--- src/rtl/sar_pkg.sv ---
// Shared constants, width helpers and state type for the SAR result path.
package sar_pkg;

    localparam int SAR_W = 10;

    typedef enum logic {
        ACCUM,
        LAST
    } avg_state_e;

    function automatic int acc_w(input int data_w, input int log2_avg);
        return data_w + log2_avg;
    endfunction

    function automatic int ptr_w(input int depth);
        return $clog2(depth) + 1;
    endfunction

endpackage

--- src/rtl/sar_sync_fifo.sv ---
// Synchronous result FIFO with a registered head word and wrap-bit pointers.
module sar_sync_fifo
    import sar_pkg::*;
#(
    parameter int DATA_W     = SAR_W,
    parameter int FIFO_DEPTH = 4
) (
    input  logic                          clk,
    input  logic                          rst,
    input  logic                          push,
    input  logic [DATA_W-1:0]             din,
    input  logic                          pop,
    output logic [DATA_W-1:0]             dout,
    output logic                          full,
    output logic                          empty,
    output logic [$clog2(FIFO_DEPTH):0]   level
);

    localparam int AW = $clog2(FIFO_DEPTH);
    localparam int PW = ptr_w(FIFO_DEPTH);

    logic [DATA_W-1:0] mem [FIFO_DEPTH];
    logic [PW-1:0]     wr_ptr;
    logic [PW-1:0]     rd_ptr;
    logic [PW-1:0]     rd_nxt;
    logic [DATA_W-1:0] head_nxt;
    logic              do_pop;
    logic              do_push;

    assign empty   = (wr_ptr == rd_ptr);
    assign full    = (wr_ptr[AW] != rd_ptr[AW]) &&
                     (wr_ptr[AW-1:0] == rd_ptr[AW-1:0]);
    assign level   = wr_ptr - rd_ptr;
    assign do_pop  = pop & ~empty;
    assign do_push = push & (~full | do_pop);
    assign rd_nxt  = rd_ptr + PW'(1);

    // Head is kept in a register, so look ahead to what it becomes.
    always_comb begin
        head_nxt = dout;
        if (do_pop) begin
            if (rd_nxt != wr_ptr)
                head_nxt = mem[rd_nxt[AW-1:0]];
            else if (do_push)
                head_nxt = din;
        end else if (empty && do_push) begin
            head_nxt = din;
        end
    end

    always_ff @(posedge clk) begin
        if (do_push)
            mem[wr_ptr[AW-1:0]] <= din;
    end

    always_ff @(posedge clk or negedge rst) begin
        if (!rst) begin
            wr_ptr <= '0;
            rd_ptr <= '0;
            dout   <= '0;
        end else begin
            if (do_push)
                wr_ptr <= wr_ptr + PW'(1);
            if (do_pop)
                rd_ptr <= rd_nxt;
            dout <= head_nxt;
        end
    end

endmodule

--- src/rtl/sar_result_avg_fifo.sv ---
// Captures SAR results on eoc rise, averages 2^LOG2_AVG of them, streams via FIFO.
module sar_result_avg_fifo
    import sar_pkg::*;
#(
    parameter int DATA_W     = SAR_W,
    parameter int LOG2_AVG   = 2,
    parameter int FIFO_DEPTH = 4
) (
    input  logic                        clk,
    input  logic                        rst,
    input  logic [DATA_W-1:0]           sar,
    input  logic                        eoc,
    input  logic                        enable,
    output logic [DATA_W-1:0]           out_data,
    output logic                        out_valid,
    input  logic                        out_ready,
    output logic [$clog2(FIFO_DEPTH):0] fifo_level,
    output logic                        ovf,
    input  logic                        clr_ovf
);

    localparam int ACC_W = acc_w(DATA_W, LOG2_AVG);
    localparam int CNT_W = (LOG2_AVG > 0) ? LOG2_AVG : 1;
    localparam logic [CNT_W-1:0] CNT_LAST = CNT_W'((1 << LOG2_AVG) - 1);
    localparam avg_state_e ST_INIT = (LOG2_AVG == 0) ? LAST : ACCUM;

    avg_state_e        state;
    avg_state_e        state_nxt;
    logic [ACC_W-1:0]  acc;
    logic [ACC_W-1:0]  acc_nxt;
    logic [ACC_W-1:0]  sum;
    logic [CNT_W-1:0]  cnt;
    logic [CNT_W-1:0]  cnt_nxt;
    logic              eoc_d;
    logic              cap;
    logic              push;
    logic [DATA_W-1:0] push_data;
    logic              pop;
    logic              full;
    logic              empty;

    assign cap       = eoc & ~eoc_d & enable;
    assign sum       = acc + ACC_W'(sar);
    assign push_data = DATA_W'(sum >> LOG2_AVG);
    assign out_valid = ~empty;
    assign pop       = out_valid & out_ready;

    always_comb begin
        state_nxt = state;
        acc_nxt   = acc;
        cnt_nxt   = cnt;
        push      = 1'b0;
        if (!enable) begin
            state_nxt = ST_INIT;
            acc_nxt   = '0;
            cnt_nxt   = '0;
        end else if (cap) begin
            unique case (state)
                ACCUM: begin
                    acc_nxt   = sum;
                    cnt_nxt   = cnt + CNT_W'(1);
                    state_nxt = (cnt_nxt == CNT_LAST) ? LAST : ACCUM;
                end
                LAST: begin
                    push      = 1'b1;
                    acc_nxt   = '0;
                    cnt_nxt   = '0;
                    state_nxt = ST_INIT;
                end
            endcase
        end
    end

    always_ff @(posedge clk or negedge rst) begin
        if (!rst) begin
            state <= ST_INIT;
            acc   <= '0;
            cnt   <= '0;
            eoc_d <= 1'b0;
            ovf   <= 1'b0;
        end else begin
            state <= state_nxt;
            acc   <= acc_nxt;
            cnt   <= cnt_nxt;
            eoc_d <= eoc;
            // A fresh drop outranks a clear in the same cycle.
            if (push && full && !pop)
                ovf <= 1'b1;
            else if (clr_ovf)
                ovf <= 1'b0;
        end
    end

    sar_sync_fifo #(
        .DATA_W     (DATA_W),
        .FIFO_DEPTH (FIFO_DEPTH)
    ) u_fifo (
        .clk   (clk),
        .rst   (rst),
        .push  (push),
        .din   (push_data),
        .pop   (pop),
        .dout  (out_data),
        .full  (full),
        .empty (empty),
        .level (fifo_level)
    );

endmodule

--- config.mk ---
export PLATFORM = sky130hd
export DESIGN_NAME = sar_result_avg_fifo
export DESIGN_NICKNAME = d
export VERILOG_FILES = /design/src/rtl/sar_pkg.sv /design/src/rtl/sar_sync_fifo.sv /design/src/rtl/sar_result_avg_fifo.sv
export SDC_FILE = /design/constraint.sdc
export NUM_CORES = 1
export LEC_CHECK = 0
export ABC_AREA = 1
export ABC_CLOCK_PERIOD_IN_PS = 2680
export BUFFER_PORTS_ARGS = -buffer_cell sky130_fd_sc_hd__clkbuf_2
export CORE_MARGIN = 3
export CORE_UTILIZATION = 42
export DETAILED_ROUTE_END_ITERATION = 8
export GPL_TIMING_DRIVEN = 0
export MAX_ROUTING_LAYER = met4
export SLEW_MARGIN = 20
export SYNTH_ARGS = -nofsm -noshare
export SYNTH_HDL_FRONTEND = slang
export SYNTH_HIERARCHICAL = 1
export SYNTH_SLANG_ARGS = --single-unit
--- constraint.sdc ---
create_clock -name clk -period 2.68 [get_ports clk]
set_input_delay 0.134 -clock clk [delete_from_list [all_inputs] [get_ports clk]]
set_output_delay 0.134 -clock clk [all_outputs]
set_load 0.02 [all_outputs]
; Word level (Yosys, flattened, before mapping)
; Memories as Yosys holds them, arrays and structs flattened.
; Cells that the tools add are included.
[classes]
add_sub_neg = 5
n_eq_ne = 7
n_mux = 21
n_bitwise = 10
reduce_logical = 8
[op_table]
columns = op, n
row1 = $mux 10, 4
row2 = $mux 12, 2
row3 = $pmux 12 s2, 1
row4 = $add 12x10->12, 1
row5 = $mux 1, 10
row6 = $add 3x1->3 const B, 2
row7 = $and 1x1->1, 5
row8 = $logic_and 1x1->1, 4
row9 = $mux 2, 2
row10 = $not 1->1, 4
row11 = $pmux 2 s2, 1
row12 = $reduce_bool 2->1, 2
row13 = $eq 3x3->1, 1
row14 = $ne 3x3->1, 1
row15 = $ne 3x3->1 const B, 1
row16 = $sub 3x3->3, 1
row17 = $add 2x1->2 const B, 1
row18 = $eq 2x2->1, 1
row19 = $eq 2x2->1 const B, 1
row20 = $ne 2x1->1 const B, 1
row21 = $pmux 1 s2, 1
row22 = $reduce_and 2->1, 1
row23 = $logic_not 1->1, 1
row24 = $ne 1x1->1, 1
row25 = $or 1x1->1, 1
[totals]
ff_bits = 33
ram_bits = 40
out_inout_bits = 15
elab_cells = 60
mem_count = 1
[memory_table]
columns = memory, words, width, rd, rd_ports_with_merged_regs, wr, line
row1 = u_fifo.mem, 4, 10, 1, 0, 1, sar_sync_fifo.sv:22  ; logic [DATA_W-1:0] mem [FIFO_DEPTH];

; Logic depth before layout (Yosys ltp)
; Gate-level depths: netlist (run 1).
[depth]
depth_word = 9
ltp_mapped = 17
mapped_depth_nobuf = 16

; Cells and area by module
; Netlist (run 1), hierarchy kept.
[by_module_without_submodules]
columns = module, instances, cells_each, area_per_inst_um2, seq_area_each_um2
row1 = sar_sync_fifo, 1, 258, 2656.3, 1601.5
row2 = sar_result_avg_fifo, 1, 191, 1347.5, 425.4

; Worst setup path before layout (run 1)
; Ideal clock, no wire load.
[synth_path]
path_kind = flip-flop to flip-flop
startpoint = register u_fifo.wr_ptr[0]
endpoint = memory u_fifo/mem[0][0] in the netlist's numbering, enable pin
arrival_ns = 2.095
required_ns = 2.304
slack_ns = 0.209
stages_incl_launch_ff = 14
synth_period_minus_slack_ns = 2.471
path_cell_list = dfrtp_1 -> inv_1 -> ha_1 -> nand2_1 -> inv_1 -> nand2_4 -> inv_2 -> inv_1 -> nand2_1 -> inv_1 -> inv_1 -> nand2_1 -> nand2_2 -> nor2_1
[synth_via]
elab_chain_len = 8
word_cells_on_any_way = 11
cone_classes = 2 x eq/ne / 2 x mux / 6 x bitwise / 1 x reduce/logical
[synth_rtl]
columns = element, line
row1 = start: declaration, sar_sync_fifo.sv:23  ; logic [PW-1:0] wr_ptr;
row2 = start signal: assignment, sar_sync_fifo.sv:63  ; wr_ptr <= wr_ptr + PW'(1);
row3 = $eq 3x3->1, sar_sync_fifo.sv:30  ; assign empty = (wr_ptr == rd_ptr);
row4 = named net empty, sar_result_avg_fifo.sv:40  ; logic empty;
row5 = $not 1->1, sar_result_avg_fifo.sv:45  ; assign out_valid = ~empty;
row6 = named net out_valid, sar_result_avg_fifo.sv:15  ; output logic out_valid,
row7 = $and 1x1->1, sar_result_avg_fifo.sv:46  ; assign pop = out_valid & out_ready;
row8 = named net pop, sar_result_avg_fifo.sv:38  ; logic pop;
row9 = $and 1x1->1, sar_sync_fifo.sv:34  ; assign do_pop = pop & ~empty;
row10 = $or 1x1->1, sar_sync_fifo.sv:35  ; assign do_push = push & (~full | do_pop);
row11 = $and 1x1->1, sar_sync_fifo.sv:35
row12 = $mux 1, sar_sync_fifo.sv:52  ; if (do_push)
row13 = $mux 1 (not written as such), sar_sync_fifo.sv:53  ; mem[wr_ptr[AW-1:0]] <= din;
row14 = end: declaration, sar_sync_fifo.sv:22
; The timed path passes the listed nets, and every way through them passes these cells.

; Final worst setup path (run 1)
[layout_path]
startpoint = register u_fifo.wr_ptr[0]
endpoint = memory u_fifo/mem[1][4] in the netlist's numbering, enable pin
[layout_via]
elab_chain_len = 8
word_cells_on_any_way = 11
cone_classes = 2 x eq/ne / 2 x mux / 6 x bitwise / 1 x reduce/logical
[layout_rtl]
columns = element, line
row1 = $eq 3x3->1, sar_sync_fifo.sv:30
row2 = named net empty, sar_result_avg_fifo.sv:40
row3 = $not 1->1, sar_result_avg_fifo.sv:45
row4 = $and 1x1->1, sar_result_avg_fifo.sv:46
row5 = named net pop, sar_result_avg_fifo.sv:38
row6 = $and 1x1->1, sar_sync_fifo.sv:34
row7 = $or 1x1->1, sar_sync_fifo.sv:35
row8 = $and 1x1->1, sar_sync_fifo.sv:35
row9 = $mux 1, sar_sync_fifo.sv:52
row10 = $mux 1 (not written as such), sar_sync_fifo.sv:53
; The timed path passes the listed nets, and every way through them passes these cells.

==> results of run 1 <==
## synth_stat cells, types with 2 or more instances
cell type	count
nand2_1	117
inv_1	57
edfxtp_1	40
nor2_1	36
nand3_1	35
dfrtp_1	33
nand2_2	19
ha_1	18
o21ai_0	18
o211ai_1	10
and2_1	6
buf_2	6
nor2_2	6
xor2_1	5
a21oi_1	4
inv_2	4
nand2_4	4
clkbuf_1	3
nand4_1	3
xnor2_1	3
a22o_1	2
buf_6	2
fa_1	2
nand3b_1	2
o21ai_2	2
or2_1	2
## cell type report
class                   instances  area [sq um]
plain buffers                  13         78.83
clock inverters                 4         70.07
inverters                      62         235.2
flip-flops and latches         73          2027
fillers                       845          4359
multi-input cells             301          1690
repair buffers                 33         180.2
clock buffers                  12         177.7
well taps                     126         157.7
## power by group through the flow
stage | Combinational [mW] | Sequential (mW) | Clock [mW]
finish | 1.81 | 1.40 | 1.05
global route | 2.02 | 1.41 | 1.12
CTS | 1.83 | 1.40 | 1.07
detailed placement | 1.82 | 1.42 | 0
global placement | 1.80 | 1.42 | 0
floorplan | 1.25 | 1.49 | 0
## cells by family (layout without fill, tap and decap cells)
family	after synthesis	after routing	synth area share
and+or+nand+nor	234	234	0.2691
xor gates and xnor gates	9	9	0.02156
buffers and inverters	75	124	0.07844
AOI/OAI and AO/OA	38	38	0.05844
DFF	73	73	0.5062
adders and majority gates	20	20	0.06625
## how the worst max path moves through the flow
| stage | start | endpoint | slack [ps] |
|---|---|---|---|
| finish | u_fifo/wr_ptr[0]$_DFFE_PN0N_ | u_fifo/mem[1][4]$_DFFE_PP_ | 290 |
| global route | u_fifo/wr_ptr[0]$_DFFE_PN0N_ | u_fifo/mem[1][4]$_DFFE_PP_ | 40 |
| CTS | u_fifo/wr_ptr[0]$_DFFE_PN0N_ | u_fifo/mem[1][2]$_DFFE_PP_ | 10 |
| detailed placement | u_fifo/wr_ptr[0]$_DFFE_PN0N_ | u_fifo/mem[1][8]$_DFFE_PP_ | -280 |
| global placement | u_fifo/wr_ptr[0]$_DFFE_PN0N_ | u_fifo/mem[1][8]$_DFFE_PP_ | -120 |
| floorplan | u_fifo/wr_ptr[0]$_DFFE_PN0N_ | u_fifo/mem[0][0]$_DFFE_PP_ | 210 |
## registers in the layout, summed over array words and instances (netlist names)
| signal | flops |
|---|---|
| u_fifo/wr_ptr | 3 |
| state | 1 |
| u_fifo/mem | 40 |
| u_fifo/rd_ptr | 3 |
| acc | 12 |
| cnt | 2 |
| u_fifo/dout | 10 |
| eoc_d | 1 |
| ovf | 1 |
## what timing repair did
item	CTS	global route
setup endpoints to repair	30	41
hold buffers	3	0
resized for setup	3	5
endpoints found under the hold margin	35	0
## worst register-to-register path: cells and delay by family (launching register included)
kind,cells,cell delay [ps]
fa+ha+maj,1,310
buf+inv,6,450
flops,1,400
simple gates,6,880
## through the flow
step | worst slack, ps | hold slack [ps] | util | TNS [ps] | power (mW)
6_report | 286.3 | 123.2 | 0.5144 | 0 | 4.253
5_1_grt | 37.80 | 160.7 | 0.5144 | 0 | 4.550
4_1_cts | 14.16 | 116.4 | 0.5121 | 0 | 4.304
3_5_place_dp | -278.9 | 263.9 | 0.4803 | -5899 | 3.245
3_3_place_gp | -123.2 | 256.8 | 0.4803 | -2479 | 3.218
2_1_floorplan | 209.1 | -161.6 | - | 0 | 2.741
## per-layer routing
layer / routed length, um / share of wire / up-vias / global-route usage
met2: 4329 / 0.50 / 35 / 0.2864
li1: - / - / 1527 / -
met4: 125 / 0.015 / 0 / 0.06078
met3: 314 / 0.037 / 10 / 0.02301
met5: 0 / 0 / - / -
met1: 3824 / 0.45 / 1346 / 0.2170
==> out/summary.md, run 1 <==
Count of final setup violators: 0. The synthesized netlist occupies a cell area of 0.004004 sq mm. The detailed router finished its first iteration with 94 violations. The maximum operating frequency was 417.8 MHz; the net count after synthesis was 485. The total routed wirelength is 8593 um. The H-tree depth reported by CTS came out at 3. For the number of pins exceeding their max-slew limit in the final report, the log shows 0. For this design the total switching power over the nets is 1.682 mW. The number of global-route vias before repair is 2944. The starting density of the core was 0.4461. Walking the worst path, the cells encountered are inv_2 > ha_1 > nand2_1 > inv_1 > nand2_4 > inv_2 > inv_1 > nand2_1 > inv_1 > inv_1 > nand2_1 > nand2_2 > nor2_4.

The floorplan has 34 rows. In the layout the commonest cells are 117 x nand2_1, 56 x inv_1, 40 x edfxtp_1, 35 x nand3_1. The combinational fraction of design power is 0.425. Counting buffers and inverters, the worst setup path is 13 cells deep.

The kind of cell with the highest combined delay along the critical path is simple AND/OR/NAND/NOR gates. The final critical-path share of the clock period is 0.8932, and the proportion of power drawn by the clock network is 0.246. The tools report the arrival time of the worst setup path as 2390 ps. The power density over the cells is 921.1 mW/mm^2, and the via density per instance is 4.676.

The tools report the reg2reg setup slack as 290 ps. The finished cells cover 0.004617 sq mm. For the initial antenna violation count, the log shows 0. Placeable core region: 0.008976 sq mm. The count of vias placed by the detailed router was 2918; the die width was 103.6 um. The tool flagged a number of max-cap violations equal to 0.

Placed wire-length estimate: 6077 um. Setup repair after global routing left no endpoint under its margin. TritonCTS built the clock tree. Share of the synthesized area in the top cell type: 0.3000. In this run the vertical extent of the chip is 103.6 um. At the pin with the least slew margin, the transition time is 898.5 ps. The switching share of total power was 0.3956; the number of cells on the worst reg-to-reg path was 13. For this run the aggregate overflow at the end of global routing stands at 0. In this run, placement finished with an instance count of 605. The first detailed-routing pass took 4 iterations.

Summed over all instances, the cell type with the most area after synthesis is edfxtp_1. The worst relative slew slack is 0.4010, and the total number of yosys warnings is 6. The tools report the worst clock skew on the final layout as 16.90 ps. The min-delay analysis places its worst path in the category input pin to register. The maximum cell stage delay along the critical path is 400 ps.

The sequential element share of the synthesized area was 0.5063; the number of failing hold endpoints at the final stage was 0. The async set-reset flop share out of synthesis was 0.4521; the largest fanout of any net on the critical path was 10. The tools report the end point of the most critical hold path as ovf$_DFFE_PN0P_. The number of buffers and inverters on the critical path is 6. The root buffer cell chosen for the clock tree is clkbuf_8. The reg-to-reg endpoint was u_fifo/mem[1][4]$_DFFE_PP_. The total routing usage reported by global routing was 0.1720.

The run finished with clean final reports. In this run the deepest clock path goes through 2 buffers. The first global-routing pass estimated 14290 um of wire. Ratio of cells with drive above 1 in the final layout: 0.1968. In the synthesized netlist, the number of instances is 449. Among all flip-flop cells after synthesis, the most frequent one is edfxtp_1. The number of buffers added for setup after CTS was 0. The detail route stage leaves a number of antenna-violating nets equal to 0. Among the stages of the critical path, the cell type that occurs most often is inv_1. The post-route minimum period is 2394 ps, and the number of cells in the finished layout apart from fillers is 624. For this design the static power due to leakage is 2.215 nW.

Counting every sink on the clock net gives 73. The insertion delay of the later-clocked pin in the worst-skew pair was 350 ps; the layout-stage area growth over the synthesis result was 15.31%. The synthesized design contains 40 enable-type register cells.

At the end of the flow, the number of nets in the layout was 529. After synthesis the netlist holds a flip-flop and latch count of 73. The post-route DRC violation count was 0. The die outline area is 0.01074 sq mm, and the per-instance average area after synthesis is 8.917 sq um. The average wire per standard cell was 13.77 um. The repair_antennas step left the layout with diodes totalling 0. The register clock-pin slew on the reported worst setup and hold paths was 70 ps; the number of distinct library cells after synthesis was 36. Sorting the synthesized cells by area gives the leading types as edfxtp_1 30%, dfrtp_1 21%, nand2_1 11%. At the end of routability-driven placement, the weighted congestion stood at 0.8657. STA classifies the critical path startpoint as a register. In this run the critical register-to-register path is launched from u_fifo/wr_ptr[0]$_DFFE_PN0N_. In this run the cell area measured after placement is 0.004312 sq mm. The startpoint identified for the worst hold timing path is out_ready. Port buffering added 30 buffers.

The worst hold path passes through 4 cells. STA classifies the critical path endpoint as a register. For the required time at the worst-slack endpoint, the log shows 2670 ps.

Internal power comes to 2.570 mW. The sequential cell fraction of total power is 0.329. The startpoint-to-endpoint class of the critical path was register to register. The logs give 31 for the I/O pin count and 34 for the maximum number of pins on one net before global-route repair. Maximum resistive drop on vdd: 0.3444 mV. TritonCTS created 9 clock buffers. Leaving out fill and tap cells, the most frequent cell in the layout is nand2_1. Among all stages on the critical path, the largest delay is contributed by dfrtp_1.
(Power assumes the default switching activity.)
==> inputs of run 2 (changes only) <==
- RECOVER_POWER: not set -> 25
==> out/summary.md, run 2 (synthesis results as in run 1) <==
The path with the worst hold slack has its endpoint at ovf$_DFFE_PN0P_. The tools report the number of failing hold endpoints at the final stage as 0 (unchanged). Total routing usage reported by global routing: 0.1720 (unchanged). The insertion delay of the later-clocked pin in the worst-skew pair is 350 ps (about the same).

The I/O pin count is 31 (unchanged), and the count of vias placed by the detailed router is 2913 (-0.17%). The layout filler cell count came out at 841 (-0.47%). The most numerous cell type found on the critical path is inv_1. The tools report the type of origin of the critical path as a register.

Setup repair after global routing left no endpoint under its margin. For the required time at the worst-slack endpoint, the log shows 2670 ps (about the same). For the final core utilization, the log shows 0.5125 (-0.001812). The post-route cell area was 0.004601 sq mm (-0.35%); the reg2reg setup slack was 280 ps (about the same). The standard cell area after detailed placement is 0.004312 sq mm (unchanged), and the hold-critical path depth is 4 (unchanged). The height of the chip was 103.6 um (unchanged). The combined flip-flop and latch cell area was 0.002027 sq mm (unchanged); the post-route minimum period was 2403 ps (+9.478 ps). The tools report the beginning of the worst hold path as out_ready. The flip-flop count of the largest register, all copies and words added came out at 40 (unchanged). For the arrival time of the worst setup path, the log shows 2400 ps (about the same). For the antenna diode count, the log shows 0 (unchanged). The worst setup path is of the register to register kind. Max-cap violation count: 1 (+1).

In this run the critical register-to-register path is launched from u_fifo/wr_ptr[0]$_DFFE_PN0N_. The tools report the worst clock skew on the final layout as 15.11 ps (-1.798 ps). The run gives 0.3448 mV (+0.11%) as the maximum resistive drop on vdd. The slowest stage of the critical path is the nor2_4 cell. The number of pins exceeding their max-slew limit in the final report is 34 (+34), and the first-iteration detailed-routing DRC count is 90 (-4.3%). Broken down by cell family, the worst path's largest delay share belongs to simple AND/OR/NAND/NOR gates.

The run gives 276.8 ps (-9.478 ps) as the smallest setup slack after layout. The number of global-route vias before repair was 2944 (unchanged). The checks that failed: capacitance limit, slew limit.

The die outline area was 0.01074 sq mm (unchanged); the H-tree depth reported by CTS was 3 (unchanged). The largest fanout of any net on the critical path was 10 (unchanged). The run finished, with violations left. The maximum cell stage delay along the critical path is 410 ps (about the same), and the post-route DRC violation count is 0 (unchanged). The cell chosen for the clock root is clkbuf_8. TritonCTS built the clock tree. The critical path goes through inv_2 > ha_1 > nand2_1 > inv_1 > nand2_4 > inv_2 > inv_1 > nand2_1 > inv_1 > inv_1 > nand2_1 > nand2_2 > nor2_4. The clock sink total came out at 73 (unchanged).

For the number of nets at the end of the flow, the log shows 529 (unchanged). The worst register-to-register path ends at u_fifo/mem[1][4]$_DFFE_PP_. The worst setup path is captured at a register. For the worst relative slew slack, the log shows -0.3121 (-0.7131). The maximum number of pins on one net before global-route repair came out at 34 (unchanged). The register clock-pin slew on the reported worst setup and hold paths was 70 ps (about the same). For the placed wire-length estimate, the log shows 6077 um (unchanged). The path class of the tightest hold or removal check is input pin to register. For the count of standard-cell rows, the log shows 34 (unchanged). Leaving out fill and tap cells, the most frequent cells in the layout are 117 x nand2_1, 56 x inv_1, 40 x edfxtp_1, 35 x nand3_1.

The ratio of cells with drive above 1 in the final layout was 0.1707 (-0.02610). The initial antenna violation count came out at 0 (unchanged). The average wire per standard cell is 13.75 um (-0.12%). Worst setup slack after placement: -278.9 ps (unchanged).

The tools report the post-layout total power as 4.231 mW (-0.51%). The maximum root-to-sink buffer count is 2 (unchanged), and the final critical-path share of the clock period is 0.8967 (+0.003537). The area of the multi-input gates was 0.001690 sq mm (unchanged). The tools report the post-detailed-route count of antenna-violating nets as 0 (unchanged).

Leaving out fill and tap cells, the most frequent cell in the layout is nand2_1. The first-pass GRT wire length is 14290 um (unchanged), and the final weighted congestion in routability-driven placement is 0.8657 (unchanged). The die width works out to 103.6 um (unchanged). Number of buffers added for setup after CTS: 0 (unchanged). The number of search-and-repair iterations in the first detailed-routing pass is 4 (unchanged), and the number of buffer and inverter instances along the worst setup path is 6 (unchanged). Slew of the pin with the lowest slew margin: 1968 ps (+1070 ps). The count of final setup violators is 0 (unchanged), and the layout-stage area growth over the synthesis result is 14.91%. Placeable core region: 0.008976 sq mm (unchanged).

The number of cells on the worst reg-to-reg path is 13 (unchanged), and the count of input and output buffers is 30 (unchanged). The total routed wirelength was 8583 um (-0.12%). For the maximum operating frequency, the log shows 416.1 MHz (-0.39%). The total clock buffers created by CTS was 9 (unchanged); the power density over the cells was 919.6 mW/mm^2 (-0.16%).

The starting density of the core was 0.4461 (unchanged); the via density per instance was 4.668 (-0.17%). The logs give 2.174 nW (-1.9%) for the static leakage power and 120.5 ps (-2.639 ps) for the worst hold-check slack. The tools report the global-route congestion overflow total as 0 (unchanged).
-- run 2: per-layer routing --
| layer | track usage | part of all wire |
|---|---|---|
| met5 | - | 0 |
| met4 | 0.06078 | 0.015 |
| met3 | 0.02301 | 0.031 |
| met2 | 0.2864 | 0.50 |
| met1 | 0.2170 | 0.45 |
-- run 2: final cells by class --
type,count,area share
Clock inverter,4,0.01523
Multi-Input combinational cell,301,0.3674
Tap cell,126,0.03427
Sequential cell,73,0.4406
Inverter,62,0.05113
Timing Repair Buffer,33,0.03563
Buffer,13,0.01713
Clock buffer,12,0.03862
-- run 2: how the worst max path moves through the flow --
stage,endpoint,depth (start not counted),startpoint
finish,u_fifo/mem[1][4]$_DFFE_PP_,13,u_fifo/wr_ptr[0]$_DFFE_PN0N_
detailed placement,u_fifo/mem[1][8]$_DFFE_PP_,13,u_fifo/wr_ptr[0]$_DFFE_PN0N_
floorplan,u_fifo/mem[0][0]$_DFFE_PP_,13,u_fifo/wr_ptr[0]$_DFFE_PN0N_
global route,u_fifo/mem[1][4]$_DFFE_PP_,13,u_fifo/wr_ptr[0]$_DFFE_PN0N_
global placement,u_fifo/mem[1][8]$_DFFE_PP_,13,u_fifo/wr_ptr[0]$_DFFE_PN0N_
CTS,u_fifo/mem[1][2]$_DFFE_PP_,13,u_fifo/wr_ptr[0]$_DFFE_PN0N_
-- run 2: per-stage QoR --
stage | cells | TNS [ps]
3_3_place_gp | 605 | -2479
6_report | 624 | 0
5_1_grt | 624 | 0
4_1_cts | 624 | 0
3_5_place_dp | 605 | -5899
2_1_floorplan | 449 | 0
-- run 2: repair_timing --
action / in CTS / in global routing
endpoints found under the setup margin: 30 / 41
gates cloned: 0 / 0
hold buffers: 3 / 0
endpoints found under the hold margin: 35 / 0
pin swaps: 0 / 0
gates resized for setup: 3 / 5
-- run 2: power by group --
| part | total, mW | internal, mW | switching (mW) |
|---|---|---|---|
| clock | 1.05 | 0.636 | 0.409 |
| combinational | 1.79 | 0.596 | 1.19 |
| sequential | 1.40 | 1.32 | 0.0774 |
-- run 2: worst register-to-register path, stage by stage (launching register included) --
cell and delay (ps):
dfrtp_1 400, inv_2 80, ha_1 310, nand2_1 110
inv_1 70, nand2_4 80, inv_2 40, inv_1 60
nand2_1 60, inv_1 140, inv_1 60, nand2_1 70
nand2_2 160, nor2_4 410
==> inputs of run 3 (changes only) <==
- MAX_ROUTING_LAYER: met4 -> not set
==> out/summary.md, run 3 (synthesis results as in run 1) <==
The flow ran to the end, but the final reports show violations. The checks that failed: capacitance limit, slew limit. Power density over the cells: 919.6 mW/mm^2 (about the same). In the layout the commonest cells are 117 x nand2_1, 56 x inv_1, 40 x edfxtp_1, 35 x nand3_1. The most numerous cell type found on the critical path is inv_1.

The number of buffers added for setup after CTS came out at 0 (unchanged). The library cell used most frequently in the layout, excluding fill and tap cells, is nand2_1. The total clock buffers created by CTS came out at 9 (unchanged). The final critical-path share of the clock period is 0.8967 (about the same), and the number of search-and-repair iterations in the first detailed-routing pass is 4 (unchanged).

The count of vias placed by the detailed router is 2913 (unchanged), and the initial antenna violation count is 0 (unchanged). The area of the multi-input gates came out at 0.001690 sq mm (unchanged). The worst setup path is launched from a register. The run gives 0 (unchanged) as the global-route congestion overflow total. The count of final setup violators came out at 0 (unchanged). The run gives 0.01074 sq mm (unchanged) as the die outline area.

The average wire per standard cell was 13.75 um (unchanged). For the combined flip-flop and latch cell area, the log shows 0.002027 sq mm (unchanged). The post-route minimum period was 2403 ps (+0.006000 ps).

The slew of the pin with the lowest slew margin was 1968 ps (+0.1821 ps). The flip-flop count of the largest register, all copies and words added was 40 (unchanged). Setup repair after global routing left no endpoint under its margin. The worst hold-check path type is input pin to register. The number of nets at the end of the flow is 529 (unchanged). The tools report the number of pins exceeding their max-slew limit in the final report as 34 (unchanged). The post-route DRC violation count was 0 (unchanged). For the total routing usage reported by global routing, the log shows 0.1672 (-0.004818). Die width: 103.6 um (unchanged). The layout-stage area growth over the synthesis result is 14.91% (unchanged), and the post-detailed-route count of antenna-violating nets is 0 (unchanged). The maximum cell stage delay along the critical path was 410 ps (about the same). The tools report the setup total negative slack as 0 ps (unchanged). The slowest stage of the critical path is the nor2_4 cell. The logs give 2.174 nW (unchanged) for the static leakage power and 2670 ps (about the same) for the required time at the worst-slack endpoint. The first-iteration detailed-routing DRC count is 85 (-5.6%). Placeable core region: 0.008976 sq mm (unchanged).

The H-tree depth reported by CTS was 3 (unchanged); the layout filler cell count was 841 (unchanged). TritonCTS built the clock tree. The count of input and output buffers was 30 (unchanged); the total routed wirelength was 8583 um (unchanged). The clock sink total is 73 (unchanged). The ratio of cells with drive above 1 in the final layout was 0.1707 (unchanged).

The register clock-pin slew on the reported worst setup and hold paths was 70 ps (about the same); the maximum resistive drop on vdd was 0.3448 mV (about the same). The tools report the worst hold-check slack as 120.5 ps (-0.01200 ps). The arrival time of the worst setup path was 2400 ps (about the same); the maximum root-to-sink buffer count was 2 (unchanged). The first-pass GRT wire length was 14280 um (about the same); the largest fanout of any net on the critical path was 10 (unchanged).

STA classifies the critical path endpoint as a register. The logs give 6077 um (unchanged) for the placed wire-length estimate and 31 (unchanged) for the I/O pin count. The number of failing hold endpoints at the final stage was 0 (unchanged).

The max-cap violation count is 1 (unchanged). The critical path goes through inv_2 > ha_1 > nand2_1 > inv_1 > nand2_4 > inv_2 > inv_1 > nand2_1 > inv_1 > inv_1 > nand2_1 > nand2_2 > nor2_4. The tree is rooted in a clkbuf_8.

The critical path is of the register to register type. The via density per instance was 4.668 (unchanged); the count of standard-cell rows was 34 (unchanged). The maximum number of pins on one net before global-route repair was 34 (unchanged). The final core utilization was 0.5125 (unchanged); the maximum operating frequency was 416.1 MHz (about the same). Worst relative slew slack: -0.3123 (about the same). The number of global-route vias before repair is 2945 (+0.034%), and the insertion delay of the later-clocked pin in the worst-skew pair is 350 ps (about the same).

The final weighted congestion in routability-driven placement is 0.8522 (-1.6%). The starting density of the core is 0.4461 (unchanged), and the antenna diode count is 0 (unchanged). The worst clock skew on the final layout was 15.11 ps (+0.007700 ps); the height of the chip was 103.6 um (unchanged).
[run 3: cell counts in the layout (fill, tap and decap cells not counted)]
No cell type changed its count.
[run 3: path summary, 6_finish.rpt]
kind | endpoint | slack, ps | start | cells after the start
min in group asynchronous | acc[8]$_DFFE_PN0P_ | 870 | rst | 2
setup / recovery | u_fifo/mem[1][4]$_DFFE_PP_ | 280 | u_fifo/wr_ptr[0]$_DFFE_PN0N_ | 13
hold reg to reg | acc[5]$_DFFE_PN0P_ | 490 | acc[5]$_DFFE_PN0P_ | 2
max in group asynchronous | u_fifo/wr_ptr[0]$_DFFE_PN0N_ | 670 | rst | 2
hold / removal | ovf$_DFFE_PN0P_ | 120 | out_ready | 4
setup reg to reg | u_fifo/mem[1][4]$_DFFE_PP_ | 280 | u_fifo/wr_ptr[0]$_DFFE_PN0N_ | 13
[run 3: critical path, delay by kind of cell, from the launching register on]
kind,cells,cell delay (ps)
fa+ha+maj,1,310
buf+inv,6,440
flops,1,400
simple gates,6,890
[run 3: final cells by class]
cell class / instances / share of cell area
Buffer: 13 / 0.01713
Clock buffer: 12 / 0.03862
Clock inverter: 4 / 0.01523
Inverter: 62 / 0.05113
Multi-Input combinational cell: 301 / 0.3674
Sequential cell: 73 / 0.4406
Tap cell: 126 / 0.03427
Timing Repair Buffer: 33 / 0.03563
[run 3: metal layers]
| layer | vias up | global-route usage | wire (um) |
|---|---|---|---|
| li1 | 1529 | - | - |
| met1 | 1338 | 0.2170 | 3895 |
| met2 | 36 | 0.2864 | 4293 |
| met3 | 10 | 0.02301 | 266 |
| met4 | 0 | 0.06078 | 127 |
| met5 | - | 0 | 0 |
[run 3: power breakdown]
part           internal (mW)  total, mW  switching (mW)  leakage (nW)
combinational          0.596       1.79            1.19          1.26
clock                  0.636       1.05           0.409         0.125
sequential              1.32       1.40          0.0774         0.786
total                   2.55       4.23            1.68          2.17
[run 3: what timing repair did]
action | in CTS | in global routing
hold buffers | 3 | 0
setup endpoints to repair | 30 | 41
endpoints found under the hold margin | 35 | 0
resized for setup | 3 | 5
[run 3: per-stage QoR]
stage / power (mW) / instances / worst slack [ps] / area (sq um)
2_1_floorplan: 2.741 / 449 / 209.1 / 4004
3_3_place_gp: 3.218 / 605 / -123.2 / 4312
3_5_place_dp: 3.245 / 605 / -278.9 / 4312
4_1_cts: 4.304 / 624 / 14.16 / 4597
5_1_grt: 4.536 / 624 / 37.80 / 4601
6_report: 4.231 / 624 / 276.8 / 4601
